`config.mk`:
```
export PLATFORM = sky130hd
export DESIGN_NAME = txhex_queue
export DESIGN_NICKNAME = d
export VERILOG_FILES = /design/src/rtl/txhex_pkg.sv /design/src/rtl/txuart.sv /design/src/rtl/txhex_queue.sv
export SDC_FILE = /design/constraint.sdc
export NUM_CORES = 1
export LEC_CHECK = 0
export ABC_AREA = 0
export CORE_MARGIN = 8
export CORE_UTILIZATION = 30
export CTS_BUF_LIST = sky130_fd_sc_hd__clkbuf_4 sky130_fd_sc_hd__clkbuf_8
export DETAILED_ROUTE_END_ITERATION = 10
export PLACE_DENSITY = 0.49
export SLEW_MARGIN = 10
export SYNTH_ARGS = -nofsm -noshare
export SYNTH_HDL_FRONTEND = slang
export SYNTH_HIERARCHICAL = 1
export SYNTH_SLANG_ARGS = --single-unit
```
`constraint.sdc`:
```
create_clock -name i_clk -period 5.5 [get_ports i_clk]
set_clock_uncertainty 0.15 [all_clocks]
set_input_delay 1.375 -clock i_clk [delete_from_list [all_inputs] [get_ports i_clk]]
set_output_delay 1.375 -clock i_clk [all_outputs]
set_load 0.005 [all_outputs]
```
`src/rtl/txhex_pkg.sv`:
```
// Shared ASCII constants, line-terminator modes and formatter state encoding
// for the hex-printing UART queue.
package txhex_pkg;

    localparam logic [7:0] ASCII_0  = 8'h30;
    localparam logic [7:0] ASCII_X  = 8'h78;
    localparam logic [7:0] ASCII_A  = 8'h61;
    localparam logic [7:0] ASCII_CR = 8'h0d;
    localparam logic [7:0] ASCII_LF = 8'h0a;

    localparam int EOL_NONE = 0;
    localparam int EOL_LF   = 1;
    localparam int EOL_CRLF = 2;

    typedef enum logic [2:0] {
        ST_IDLE,
        ST_P0,
        ST_P1,
        ST_HEX,
        ST_CR,
        ST_LF
    } fmt_state_t;

    function automatic logic [7:0] hex_char(input logic [3:0] n);
        return (n < 4'd10) ? (ASCII_0 + {4'd0, n}) : (ASCII_A + {4'd0, n} - 8'd10);
    endfunction

endpackage

```
`src/rtl/txuart.sv`:
```
// 8N1 serialiser: start bit, eight data bits LSB first, stop bit, each held
// CLOCKS_PER_BAUD cycles; the line idles high.
module txuart #(
    parameter int CLOCKS_PER_BAUD = 868
) (
    input  logic       i_clk,
    input  logic       i_reset,
    input  logic       i_wr,
    input  logic [7:0] i_data,
    output logic       o_busy,
    output logic       o_uart_tx
);

    localparam int BW = (CLOCKS_PER_BAUD > 1) ? $clog2(CLOCKS_PER_BAUD) : 1;
    localparam logic [BW-1:0] BAUD_LAST = BW'(CLOCKS_PER_BAUD - 1);

    logic          busy_q, busy_d;
    logic          tx_q, tx_d;
    logic [BW-1:0] baud_q, baud_d;
    logic [3:0]    bit_q, bit_d;
    logic [8:0]    sh_q, sh_d;
    logic          last_cycle;

    assign last_cycle = busy_q && (bit_q == 4'd9) && (baud_q == '0);

    // Ready is advertised during the final stop-bit cycle so a registered
    // write from the caller lands after exactly one idle-high cycle.
    assign o_busy    = busy_q && !last_cycle;
    assign o_uart_tx = tx_q;

    always_comb begin
        busy_d = busy_q;
        tx_d   = tx_q;
        baud_d = baud_q;
        bit_d  = bit_q;
        sh_d   = sh_q;
        if (!busy_q) begin
            if (i_wr) begin
                busy_d = 1'b1;
                tx_d   = 1'b0;
                sh_d   = {1'b1, i_data};
                bit_d  = 4'd0;
                baud_d = BAUD_LAST;
            end
        end else if (baud_q != '0) begin
            baud_d = baud_q - BW'(1);
        end else if (bit_q == 4'd9) begin
            busy_d = 1'b0;
        end else begin
            tx_d   = sh_q[0];
            sh_d   = {1'b1, sh_q[8:1]};
            bit_d  = bit_q + 4'd1;
            baud_d = BAUD_LAST;
        end
    end

    always_ff @(posedge i_clk or posedge i_reset) begin
        if (i_reset) begin
            busy_q <= 1'b0;
            tx_q   <= 1'b1;
            baud_q <= '0;
            bit_q  <= 4'd0;
            sh_q   <= '1;
        end else begin
            busy_q <= busy_d;
            tx_q   <= tx_d;
            baud_q <= baud_d;
            bit_q  <= bit_d;
            sh_q   <= sh_d;
        end
    end

endmodule

```
`src/rtl/txhex_queue.sv`:
```
// Word queue feeding a formatter that prints each word as lowercase hex text,
// with optional "0x" prefix and line terminator, over a UART line.
module txhex_queue
    import txhex_pkg::*;
#(
    parameter int CLOCKS_PER_BAUD = 868,
    parameter int DW              = 32,
    parameter int LGFIFO          = 2,
    parameter int PREFIX          = 1,
    parameter int EOL             = 2
) (
    input  logic          i_clk,
    input  logic          i_reset,
    input  logic          i_stb,
    input  logic [DW-1:0] i_data,
    output logic          o_busy,
    output logic          o_drop,
    output logic          o_uart_tx
);

    localparam int DEPTH = 1 << LGFIFO;
    localparam int NIB   = DW / 4;
    localparam int NW    = (NIB > 1) ? $clog2(NIB) : 1;
    localparam logic [LGFIFO:0] FULL_CNT = (LGFIFO + 1)'(DEPTH);
    localparam logic [NW-1:0]   NIB_LAST = NW'(NIB - 1);

    logic [DW-1:0]     fifo_mem [DEPTH];
    logic [LGFIFO-1:0] wr_ptr_q, wr_ptr_d, rd_ptr_q, rd_ptr_d;
    logic [LGFIFO:0]   count_q, count_d;
    fmt_state_t        state_q, state_d;
    logic [DW-1:0]     word_q, word_d;
    logic [NW-1:0]     nib_q, nib_d;
    logic              wr_q, wr_d;
    logic [7:0]        chr_q, chr_d;

    logic       full, push, pop, issue, uart_busy;
    logic [7:0] cur_char;
    fmt_state_t next_state, after_hex;

    // A pop on the same edge never frees room for a push: fullness is judged
    // on the registered count only.
    assign full   = (count_q == FULL_CNT);
    assign push   = i_stb && !full;
    assign pop    = (state_q == ST_IDLE) && (count_q != '0);
    assign o_busy = full;
    assign o_drop = i_stb && full;
    assign issue  = (state_q != ST_IDLE) && !wr_q && !uart_busy;

    always_ff @(posedge i_clk) begin
        if (push) begin
            fifo_mem[wr_ptr_q] <= i_data;
        end
    end

    always_comb begin
        wr_ptr_d = push ? (wr_ptr_q + LGFIFO'(1)) : wr_ptr_q;
        rd_ptr_d = pop  ? (rd_ptr_q + LGFIFO'(1)) : rd_ptr_q;
        unique case ({push, pop})
            2'b10:   count_d = count_q + (LGFIFO + 1)'(1);
            2'b01:   count_d = count_q - (LGFIFO + 1)'(1);
            default: count_d = count_q;
        endcase
    end

    always_comb begin
        if (EOL == EOL_CRLF)    after_hex = ST_CR;
        else if (EOL == EOL_LF) after_hex = ST_LF;
        else                    after_hex = ST_IDLE;

        cur_char   = ASCII_0;
        next_state = ST_IDLE;
        unique case (state_q)
            ST_P0: begin
                cur_char   = ASCII_0;
                next_state = ST_P1;
            end
            ST_P1: begin
                cur_char   = ASCII_X;
                next_state = ST_HEX;
            end
            ST_HEX: begin
                cur_char   = hex_char(word_q[DW-1 -: 4]);
                next_state = (nib_q == NIB_LAST) ? after_hex : ST_HEX;
            end
            ST_CR: begin
                cur_char   = ASCII_CR;
                next_state = ST_LF;
            end
            ST_LF: begin
                cur_char   = ASCII_LF;
                next_state = ST_IDLE;
            end
            default: begin
                cur_char   = ASCII_0;
                next_state = ST_IDLE;
            end
        endcase
    end

    // The write strobe is a registered one-cycle pulse; the UART is always
    // ready on the following edge because issue waits for its ready signal.
    always_comb begin
        state_d = state_q;
        word_d  = word_q;
        nib_d   = nib_q;
        wr_d    = 1'b0;
        chr_d   = chr_q;
        if (pop) begin
            word_d  = fifo_mem[rd_ptr_q];
            nib_d   = '0;
            state_d = (PREFIX != 0) ? ST_P0 : ST_HEX;
        end else if (issue) begin
            wr_d    = 1'b1;
            chr_d   = cur_char;
            state_d = next_state;
            if ((state_q == ST_HEX) && (nib_q != NIB_LAST)) begin
                word_d = word_q << 4;
                nib_d  = nib_q + NW'(1);
            end
        end
    end

    always_ff @(posedge i_clk or posedge i_reset) begin
        if (i_reset) begin
            wr_ptr_q <= '0;
            rd_ptr_q <= '0;
            count_q  <= '0;
            state_q  <= ST_IDLE;
            word_q   <= '0;
            nib_q    <= '0;
            wr_q     <= 1'b0;
            chr_q    <= '0;
        end else begin
            wr_ptr_q <= wr_ptr_d;
            rd_ptr_q <= rd_ptr_d;
            count_q  <= count_d;
            state_q  <= state_d;
            word_q   <= word_d;
            nib_q    <= nib_d;
            wr_q     <= wr_d;
            chr_q    <= chr_d;
        end
    end

    txuart #(
        .CLOCKS_PER_BAUD(CLOCKS_PER_BAUD)
    ) u_txuart (
        .i_clk    (i_clk),
        .i_reset  (i_reset),
        .i_wr     (wr_q),
        .i_data   (chr_q),
        .o_busy   (uart_busy),
        .o_uart_tx(o_uart_tx)
    );

endmodule
```
==> run metrics, run 1 <==
status=completed; Post-CTS Setup Repair Bufs=0; synthesized area=0.008494 mm2; drt total wl=17.09 mm; Cell Chain, Critical Path=clkdlybuf4s50_1, and3_1, clkdlybuf4s50_1; Post-Layout Cell Count=1034; commonest non-fill, non-tap cell in the layout=edfxtp_1; later-pin clock latency in the skew report=520 ps; CTS tree=done; Inserted Clock Buffers=37; Port Buffers=37; antenna-violating nets left=0; Top-Level Pins=38; CTS clk-pin slew, worst paths=50 ps; Root Buffer=clkbuf_8; Period Utilization, post-route=74.43%; critical path required time=3970 ps; final setup fails=0; grt total ovfl=0; synth-to-layout area growth=17.16%; commonest non-fill, non-tap cells in the layout=edfxtp_1 (128), nand2_1 (69), dfrtp_1 (67); syn_area_per_cell=14.82 um2; worst-case clock buffer depth=3; largest net degree at the start of global routing=52; async set-reset flop share out of synthesis=37.56%; critical path class=in -> out; RSZ-0062 raised after global routing=no; # Max-Cap Violations=0; hold_ws=327.3 ps; Core Area=0.02786 mm2; Iter 0 DRT Violations=299; flops & latches, synth=205; H-tree depth=2; power consumption=3.627 mW; Crit path largest cell delay=530 ps; slowest CP cell=clkdlybuf4s50_1; fillers=2693; First-pass DRT Iterations=4; max-slew violation count=0; DR vias/cell=4.672; GPL Wtd Cong=0.7507; post_cts resized=0; Slew Limit Headroom=32.43%; ys flop type=edfxtp_1; Syn Nets=620; layout cells sized above 1=19.36%; setup tns final=0 ps; CP max FO=6; top achievable clock speed=244.3 MHz; total die area=0.03396 mm2; CTS sink cnt=205; initial antenna violation count=0; Cells after Synth=573; die height=184.3 um; DRC errors left=0; WP data arrival=2570 ps; ant diodes=0; P per Cell Area=364.5 mW/mm2; Yosys warning count=6; Slew @ Worst Pin=1014 ps; Hold Path Class=reg -> reg; crit-path most repeated cell=clkdlybuf4s50_1; final hold violation count=0; crit end category=output port; Initial Utilization=30.49%; crit path time final=4094 ps; first-pass GRT wire length=27.91 mm; total track usage=10.39%; number of enable flip-flop cells after synthesis=128; routed via count=4831; Seq/Total Area, Yosys=68.07%; routed length per instance=16.53 um; num rows=61; worst vdd ir=0.2577 mV; hold buffer count at CTS=0; Worst setup SP type=input pin; number of global-route vias before repair=5181; dpl hpwl=10.42 mm; NumNets Final=677; Leak Pwr=3.660 nW; placed cells=969; Die X=184.3 um; synth unique cells=62
path summary, 6_finish.rpt:
path                                          from          endpoint  slack (ps)  cells past startpoint
min in group asynchronous                  i_reset        word_q[23]        1060                      2
max in group asynchronous                  i_reset       wr_ptr_q[0]        3320                      3
worst min-delay path              u_txuart/sh_q[5]  u_txuart/sh_q[5]         330                      2
worst max-delay path                         i_stb            o_drop        1410                      3
worst min register to register    u_txuart/sh_q[5]  u_txuart/sh_q[5]         330                      2
worst max register to register  u_txuart/baud_q[0]        word_q[28]        1590                      9
worst max-delay path: cells and delay by family:
kind,cells,cell delay [ps]
buffers and inverters,2,1020
and+or+nand+nor,1,170
synthesized netlist by cell type, types with 2 or more instances:
master / instances / area (um2)
edfxtp_1: 128 / 3844
nand2_1: 69 / 259.0
dfrtp_1: 68 / 1702
nor2_1: 44 / 165.2
mux4_2: 32 / 720.7
a31oi_1: 22 / 137.6
inv_1: 19 / 71.32
o21ai_0: 19 / 95.09
a21oi_1: 16 / 80.08
clkbuf_1: 12 / 45.04
ha_1: 11 / 137.6
buf_2: 10 / 50.05
mux2i_1: 10 / 100.1
nand3_1: 10 / 50.05
dfstp_2: 9 / 236.5
a22o_1: 7 / 61.31
xnor2_1: 7 / 61.31
a22oi_1: 6 / 45.04
buf_6: 6 / 67.56
and3_1: 5 / 31.28
nor3_1: 5 / 25.02
o31ai_1: 4 / 30.03
xor2_1: 3 / 26.28
a32oi_1: 2 / 17.52
a41oi_1: 2 / 17.52
and2_1: 2 / 12.51
mux2_2: 2 / 22.52
nor3_2: 2 / 20.02
o211ai_1: 2 / 15.01
o22ai_1: 2 / 12.51
o311ai_0: 2 / 17.52
o32a_1: 2 / 20.02
or2_2: 2 / 12.51
or3_1: 2 / 12.51
or4_4: 2 / 22.52
report_power, final:
part,switching (mW),leakage [nW],internal (mW)
clock,0.598,0.373,0.748
sequential,0.0575,2.07,1.87
combinational,0.216,1.21,0.133
area by class of cell:
type | count | area [um2] | area share [%]
timing repair buffer | 47 | 445.4 | 4.476
clock inverter | 15 | 76.32 | 0.7669
tap | 378 | 473.0 | 4.752
sequential | 205 | 5783 | 58.11
inverter | 20 | 75.07 | 0.7543
multi-input combinational | 319 | 2467 | 24.79
clock buffer | 50 | 631.9 | 6.349
cell families after synthesis:
logic type	Yosys count	share of synthesized area (%)
flip-flops	205	68.07
AND/OR/NAND/NOR	159	8.868
AO/OA/AOI/OAI	93	7.321
buffers and inverters	49	2.887
multiplexers	44	9.928
adder cells (fa/ha/maj)	12	1.856
XOR/XNOR	10	1.031
other	1	0.04415
per-stage QoR:
step	instance area [um2]	worst slack (ps)	util, %
3_5_place_dp	9244	1398	33.18
6_report	9952	1406	35.72
2_1_floorplan	8494	2448	-
3_3_place_gp	9244	1413	33.18
4_1_cts	9952	1397	35.72
5_1_grt	9952	1294	35.72
state kept, by name (all words and copies together) (netlist names):
signal / flops
rd_ptr_q: 2
nib_q: 3
count_q: 3
word_q: 32
u_txuart/busy_q: 1
u_txuart/sh_q: 8
fifo_mem: 128
wr_q: 1
chr_q: 7
u_txuart/o_uart_tx: 1
u_txuart/baud_q: 10
u_txuart/bit_q: 4
state_q: 3
wr_ptr_q: 2
layer usage:
| layer | routed length [um] | GRT usage [%] |
|---|---|---|
| met1 | 7289 | 12.25 |
| met2 | 8659 | 18.01 |
| met3 | 808 | 2.756 |
| met4 | 336 | 3.711 |
| met5 | 0 | 0 |
No activity file was read; power rests on OpenSTA's default activity.
==> run 2: changes to the inputs <==
==> constraint.sdc (replaced) <==
create_clock -name i_clk -period 4.2 [get_ports i_clk]
set_clock_uncertainty 0.15 [all_clocks]
set_input_delay 1.05 -clock i_clk [delete_from_list [all_inputs] [get_ports i_clk]]
set_output_delay 1.05 -clock i_clk [all_outputs]
set_load 0.005 [all_outputs]
==> run 2 against run 1 <==
Against the previous run:
- routed wire length shrank 0.44%
- first-iteration DRC count shrank 12%
- non-clock buffer count increased by 4
- cell count is 0.58% higher
- die area stayed put
- via count increased by 1.2%
- critical path type unchanged
- largest cell class unchanged
- largest power group unchanged
==> run metrics, run 2 (synthesis gave the netlist of run 1 again) <==
Cell Chain, Critical Path=clkdlybuf4s50_1, and3_1, clkdlybuf4s50_1 (unchanged); register-to-register setup slack=980 ps (was 1590 ps); largest net degree at the start of global routing=52 (unchanged); R2R depth=10 (was 9); CP endpoint=o_drop (unchanged); synth-to-layout area growth=18.03% (was 17.16%); drt total wl=17.02 mm (was 17.09 mm); RSZ-0062 raised after global routing=no (unchanged); Die X=184.3 um (unchanged); worst r2r src=u_txuart/baud_q[0] (unchanged); multi-input logic area=0.002467 mm2 (unchanged); FF+latch area=0.005783 mm2 (unchanged); setup tns final=0 ps (unchanged); hold_ws=340.1 ps (was 327.3 ps); commonest non-fill, non-tap cell in the layout=edfxtp_1 (unchanged); post_cts resized=0 (unchanged); initial antenna violation count=0 (unchanged); crit path from=i_stb (unchanged); max FFs per register=128 (unchanged); status=completed (unchanged); layout cells sized above 1=20.39% (was 19.36%); DR vias/cell=4.699 (was 4.672); P per Cell Area=483.3 mW/mm2 (was 364.5 mW/mm2); Crit path max-delay family=buffers and inverters (unchanged); crit end category=output port (unchanged); top achievable clock speed=290.3 MHz; antenna-violating nets left=0 (unchanged); NumNets Final=681 (was 677); worst vdd ir=0.2389 mV (was 0.2577 mV); # Max-Cap Violations=0 (unchanged); crit path time final=3444 ps; Biggest register=fifo_mem (unchanged); FF-to-FF End=word_q[14] (was word_q[28]); WP data arrival=2240 ps (was 2570 ps); first-pass GRT wire length=27.98 mm (was 27.91 mm); Leak Pwr=3.708 nW (was 3.660 nW); final hold violation count=0 (unchanged); CP max FO=6 (unchanged); commonest non-fill, non-tap cells in the layout=edfxtp_1 (128), nand2_1 (69), dfrtp_1 (67) (unchanged); final setup fails=0 (unchanged); Initial Utilization=30.49% (unchanged); fillers=2687 (was 2693); H-tree depth=2 (unchanged); hold buffer count at CTS=0 (unchanged); grt total ovfl=0 (unchanged); Root Buffer=clkbuf_8 (unchanged); Post-CTS Setup Repair Bufs=0 (unchanged); Slew @ Worst Pin=1081 ps (was 1014 ps); power consumption=4.846 mW (was 3.627 mW); crit-path most repeated cell=clkdlybuf4s50_1 (unchanged); Crit path largest cell delay=530 ps (about the same); die height=184.3 um (unchanged); First-pass DRT Iterations=4 (unchanged); Top-Level Pins=38 (unchanged); CTS clk-pin slew, worst paths=60 ps (was 50 ps); DRC errors left=0 (unchanged); Worst setup SP type=input pin (unchanged); biggest regs=fifo_mem: 128 flops, word_q: 32 flops, u_txuart/baud_q: 10 flops (unchanged); Core Area=0.02786 mm2 (unchanged); CTS sink cnt=205 (unchanged); routed length per instance=16.36 um (was 16.53 um); total die area=0.03396 mm2 (unchanged); critical path required time=3000 ps (was 3970 ps); Inserted Clock Buffers=37 (unchanged); Period Utilization, post-route=82.01%; max-slew violation count=0 (unchanged); GPL Wtd Cong=0.7370 (was 0.7507); cell count along the critical path=3 (unchanged); later-pin clock latency in the skew report=530 ps (was 520 ps); dpl hpwl=10.62 mm (was 10.42 mm); Iter 0 DRT Violations=262 (was 299); slowest CP cell=clkdlybuf4s50_1 (unchanged); routed via count=4887 (was 4831); ant diodes=0 (unchanged); worst-case clock buffer depth=3 (unchanged); number of global-route vias before repair=5221 (was 5181); CP Buf/Inv Count=2 (unchanged); total track usage=10.37% (was 10.39%); Port Buffers=37 (unchanged); critical path class=in -> out (unchanged); CTS tree=done (unchanged); Slew Limit Headroom=27.94% (was 32.43%); num rows=61 (unchanged); Hold Path Class=reg -> reg (unchanged)
run 2: changes by cell type in the layout (fill, tap and decap cells not counted), sizes merged:
| cell | before | now |
|---|---|---|
| clkbuf | 50 | 49 |
| buf | 10 | 14 |
| clkinvlp | 1 | 0 |
| bufinv | 0 | 1 |
| clkinv | 12 | 15 |
run 2: cell type report:
type | count | area share (%)
clock buffer | 49 | 6.227
inverter | 20 | 0.7488
tap | 378 | 4.717
timing repair buffer | 51 | 4.742
multi-input combinational | 319 | 24.61
clock inverter | 18 | 1.273
sequential | 205 | 57.68
run 2: worst min-delay path by stage:
stage	start	endpoint	slack, ps	cells after the start
global route	u_txuart/sh_q[4]	u_txuart/sh_q[4]	360	2
detailed placement	word_q[24]	word_q[24]	330	2
CTS	u_txuart/sh_q[6]	u_txuart/sh_q[6]	340	2
finish	u_txuart/sh_q[6]	u_txuart/sh_q[6]	340	2
floorplan	u_txuart/bit_q[3]	u_txuart/bit_q[3]	300	1
global placement	u_txuart/sh_q[3]	u_txuart/sh_q[3]	320	2
run 2: metal layers:
layer | part of all wire (%) | GRT usage [%] | wire length [um] | vias up
li1 | - | - | - | 2283
met1 | 43 | 12.53 | 7374 | 2477
met2 | 50 | 17.64 | 8470 | 89
met3 | 4.5 | 2.756 | 773 | 38
met4 | 2.4 | 3.679 | 400 | 0
met5 | 0 | 0 | 0 | -
run 2: worst register-to-register path: stages (launching register included):
cell and delay, ps:
dfrtp_1 400, inv_1 70, ha_1 190, or3b_2 500, o31ai_1 300, nand2_1 150, or2_1 260, or3_1 540
buf_4 300, nand2_1 90, a31oi_1 90
run 2: through the flow:
step	std cells	util [%]	area (um2)	setup WS (ps)
finish	1040	35.99	10030	755.7
global route	1040	35.99	10030	702.2
CTS	1040	35.99	10030	735.7
detailed placement	973	33.29	9274	732.9
global placement	973	33.29	9274	760.8
floorplan	573	-	8494	1336
run 2: where the power goes:
part	internal [mW]	switching, mW	total, mW	leakage [nW]
Combinational	0.174	0.282	0.456	1.23
Clock	1.04	0.816	1.86	0.402
Sequential	2.45	0.0751	2.53	2.07
==> run 3: changes to the inputs <==
--- a/config.mk
+++ b/config.mk
@@ -10,7 +10,7 @@
 export CORE_UTILIZATION = 30
 export CTS_BUF_LIST = sky130_fd_sc_hd__clkbuf_4 sky130_fd_sc_hd__clkbuf_8
 export DETAILED_ROUTE_END_ITERATION = 10
-export PLACE_DENSITY = 0.49
+export PLACE_DENSITY = 0.51
 export SLEW_MARGIN = 10
 export SYNTH_ARGS = -nofsm -noshare
 export SYNTH_HDL_FRONTEND = slang
==> constraint.sdc (replaced) <==
create_clock -name i_clk -period 2.9 [get_ports i_clk]
set_clock_uncertainty 0.15 [all_clocks]
set_input_delay 0.725 -clock i_clk [delete_from_list [all_inputs] [get_ports i_clk]]
set_output_delay 0.725 -clock i_clk [all_outputs]
set_load 0.005 [all_outputs]
==> run 3 against run 2 <==
Against the previous run:
- die area unchanged
- global-route usage increased by 0.27 points
- setup slack got worse by 580 ps
- via count increased by 1.9%
- routed wire length increased by 1.4%
- sequential share of layout area decreased by 1.1 points
- sequential power increased by 45%
- critical path depth unchanged
- utilization increased by 0.71 points
- combinational power increased by 58%
- largest power group unchanged
==> run metrics, run 3 (synthesis gave the netlist of run 1 again) <==
final hold violation count=0 (unchanged); routed via count=4981 (was 4887); Hold Path Class=reg -> reg (unchanged); fillers=2680 (was 2687); Inserted Clock Buffers=37 (unchanged); crit-path most repeated cell=clkdlybuf4s50_1 (unchanged); commonest non-fill, non-tap cell in the layout=edfxtp_1 (unchanged); synth-to-layout area growth=20.34% (was 18.03%); R2R depth=10 (unchanged); Port Buffers=37 (unchanged); Min-Delay Endpoint=u_txuart/o_uart_tx (was u_txuart/sh_q[6]); power consumption=7.087 mW (was 4.846 mW); top achievable clock speed=367.3 MHz; layout cells sized above 1=22.88% (was 20.39%); NumNets Final=691 (was 681); H-tree depth=2 (unchanged); routed length per instance=16.41 um (was 16.36 um); biggest regs=fifo_mem: 128 flops, word_q: 32 flops, u_txuart/baud_q: 10 flops (unchanged); DR vias/cell=4.739 (was 4.699); setup tns final=0 ps (unchanged); worst vdd ir=0.3633 mV (was 0.2389 mV); crit end category=output port (unchanged); total die area=0.03396 mm2 (unchanged); Period Utilization, post-route=93.87%; final instance area=0.01022 mm2 (was 0.01003 mm2); later-pin clock latency in the skew report=520 ps (was 530 ps); status=completed (unchanged); area of placed instances=0.009449 mm2 (was 0.009274 mm2); dpl hpwl=10.81 mm (was 10.62 mm); worst-case clock buffer depth=3 (unchanged); max FFs per register=128 (unchanged); worst r2r src=u_txuart/baud_q[1] (was u_txuart/baud_q[0]); CTS tree=done (unchanged); drt total wl=17.25 mm (was 17.02 mm); crit path time final=2722 ps; Leak Pwr=3.797 nW (was 3.708 nW); die height=184.3 um (unchanged); initial antenna violation count=0 (unchanged); Die X=184.3 um (unchanged); # Max-Cap Violations=0 (unchanged); DRC errors left=0 (unchanged); hold path cells=2 (unchanged); CTS sink cnt=205 (unchanged); Core Area=0.02786 mm2 (unchanged); Slew @ Worst Pin=671.3 ps (was 1081 ps); max-slew violation count=0 (unchanged); CP max FO=2 (was 6); number of global-route vias before repair=5384 (was 5221); commonest non-fill, non-tap cells in the layout=edfxtp_1 (128), nand2_1 (69), dfrtp_1 (67) (unchanged); Top-Level Pins=38 (unchanged); largest net degree at the start of global routing=51 (was 52); final setup fails=0 (unchanged); Crit path largest cell delay=490 ps (was 530 ps); first-pass GRT wire length=28.59 mm (was 27.98 mm); slowest CP cell=clkdlybuf4s50_1 (unchanged); WP data arrival=1850 ps (was 2240 ps); P per Cell Area=693.3 mW/mm2 (was 483.3 mW/mm2); Post-CTS Setup Repair Bufs=0 (unchanged); Root Buffer=clkbuf_8 (unchanged); CTS clk-pin slew, worst paths=50 ps (was 60 ps); Initial Utilization=30.49% (unchanged); Worst setup SP type=input pin (unchanged); placed cells=983 (was 973); First-pass DRT Iterations=4 (unchanged); grt total ovfl=0 (unchanged); ant diodes=0 (unchanged); antenna-violating nets left=0 (unchanged); Iter 0 DRT Violations=254 (was 262); register-to-register setup slack=190 ps (was 980 ps); critical path class=in -> out (unchanged); Biggest register=fifo_mem (unchanged); hold wc startpoint=u_txuart/o_uart_tx (was u_txuart/sh_q[6]); Slew Limit Headroom=55.20% (was 27.94%); num rows=61 (unchanged); FF-to-FF End=word_q[0] (was word_q[14]); Post-Layout Cell Count=1051 (was 1040); GPL Wtd Cong=0.7939 (was 0.7370); total track usage=10.64% (was 10.37%); hold_ws=327.8 ps (was 340.1 ps); RSZ-0062 raised after global routing=no (unchanged); critical path required time=2030 ps (was 3000 ps); Cell Chain, Critical Path=clkdlybuf4s50_1, and3_1, clkdlybuf4s50_1 (unchanged)
[run 3: changes by cell type in the layout (fill, tap and decap cells not counted), sizes merged]
cell	delta
bufinv	-1
clkinv	-9
clkbuf	+9
buf	+10
clkinvlp	+1
inv	+1
[run 3: power breakdown]
group | internal [mW] | switching, mW
Sequential | 3.55 | 0.109
Clock | 1.55 | 1.16
Combinational | 0.299 | 0.420
Total | 5.40 | 1.69
[run 3: metrics by stage]
stage	utilization (%)	setup WS [ps]
final	36.69	177.8
after detailed placement	33.92	-8.804
after global routing	36.69	13.04
after floorplan	-	35.61
after CTS	36.67	68.56
after global placement	33.92	79.55
[run 3: area by class of cell]
type	count	area (um2)	area share [%]
inverter	20	75.07	0.7344
timing repair buffer	61	650.6	6.365
tap	378	473.0	4.627
clock buffer	58	698.2	6.830
sequential	205	5783	56.57
multi-input combinational	319	2480	24.26
clock inverter	10	62.56	0.6120
[run 3: worst max-delay path by stage]
stage | startpoint | end | slack [ps] | cells after the start
6_report | i_stb | o_drop | 180 | 3
5_1_grt | u_txuart/baud_q[1] | word_q[29] | 10 | 10
4_1_cts | u_txuart/baud_q[1] | word_q[29] | 70 | 10
3_5_place_dp | u_txuart/baud_q[1] | word_q[29] | -9 | 10
3_3_place_gp | u_txuart/baud_q[1] | word_q[29] | 80 | 10
2_1_floorplan | u_txuart/baud_q[0] | word_q[28] | 40 | 10
[run 3: worst max-delay path, delay by kind of cell]
| kind | cells | cell delay, ps |
|---|---|---|
| buffers and inverters | 2 | 970 |
| AND/OR/NAND/NOR | 1 | 150 |
[run 3: repair_timing]
| action | in CTS | in global routing |
|---|---|---|
| gates resized for setup | 1 | 2 |
| hold buffers | 0 | 0 |
| setup endpoints to repair | 1 | 31 |
[run 3: metal layers]
metal	wire (um)	global-route usage [%]
met1	7176	12.55
met2	8884	18.42
met3	805	2.776
met4	383	3.904
met5	0	0
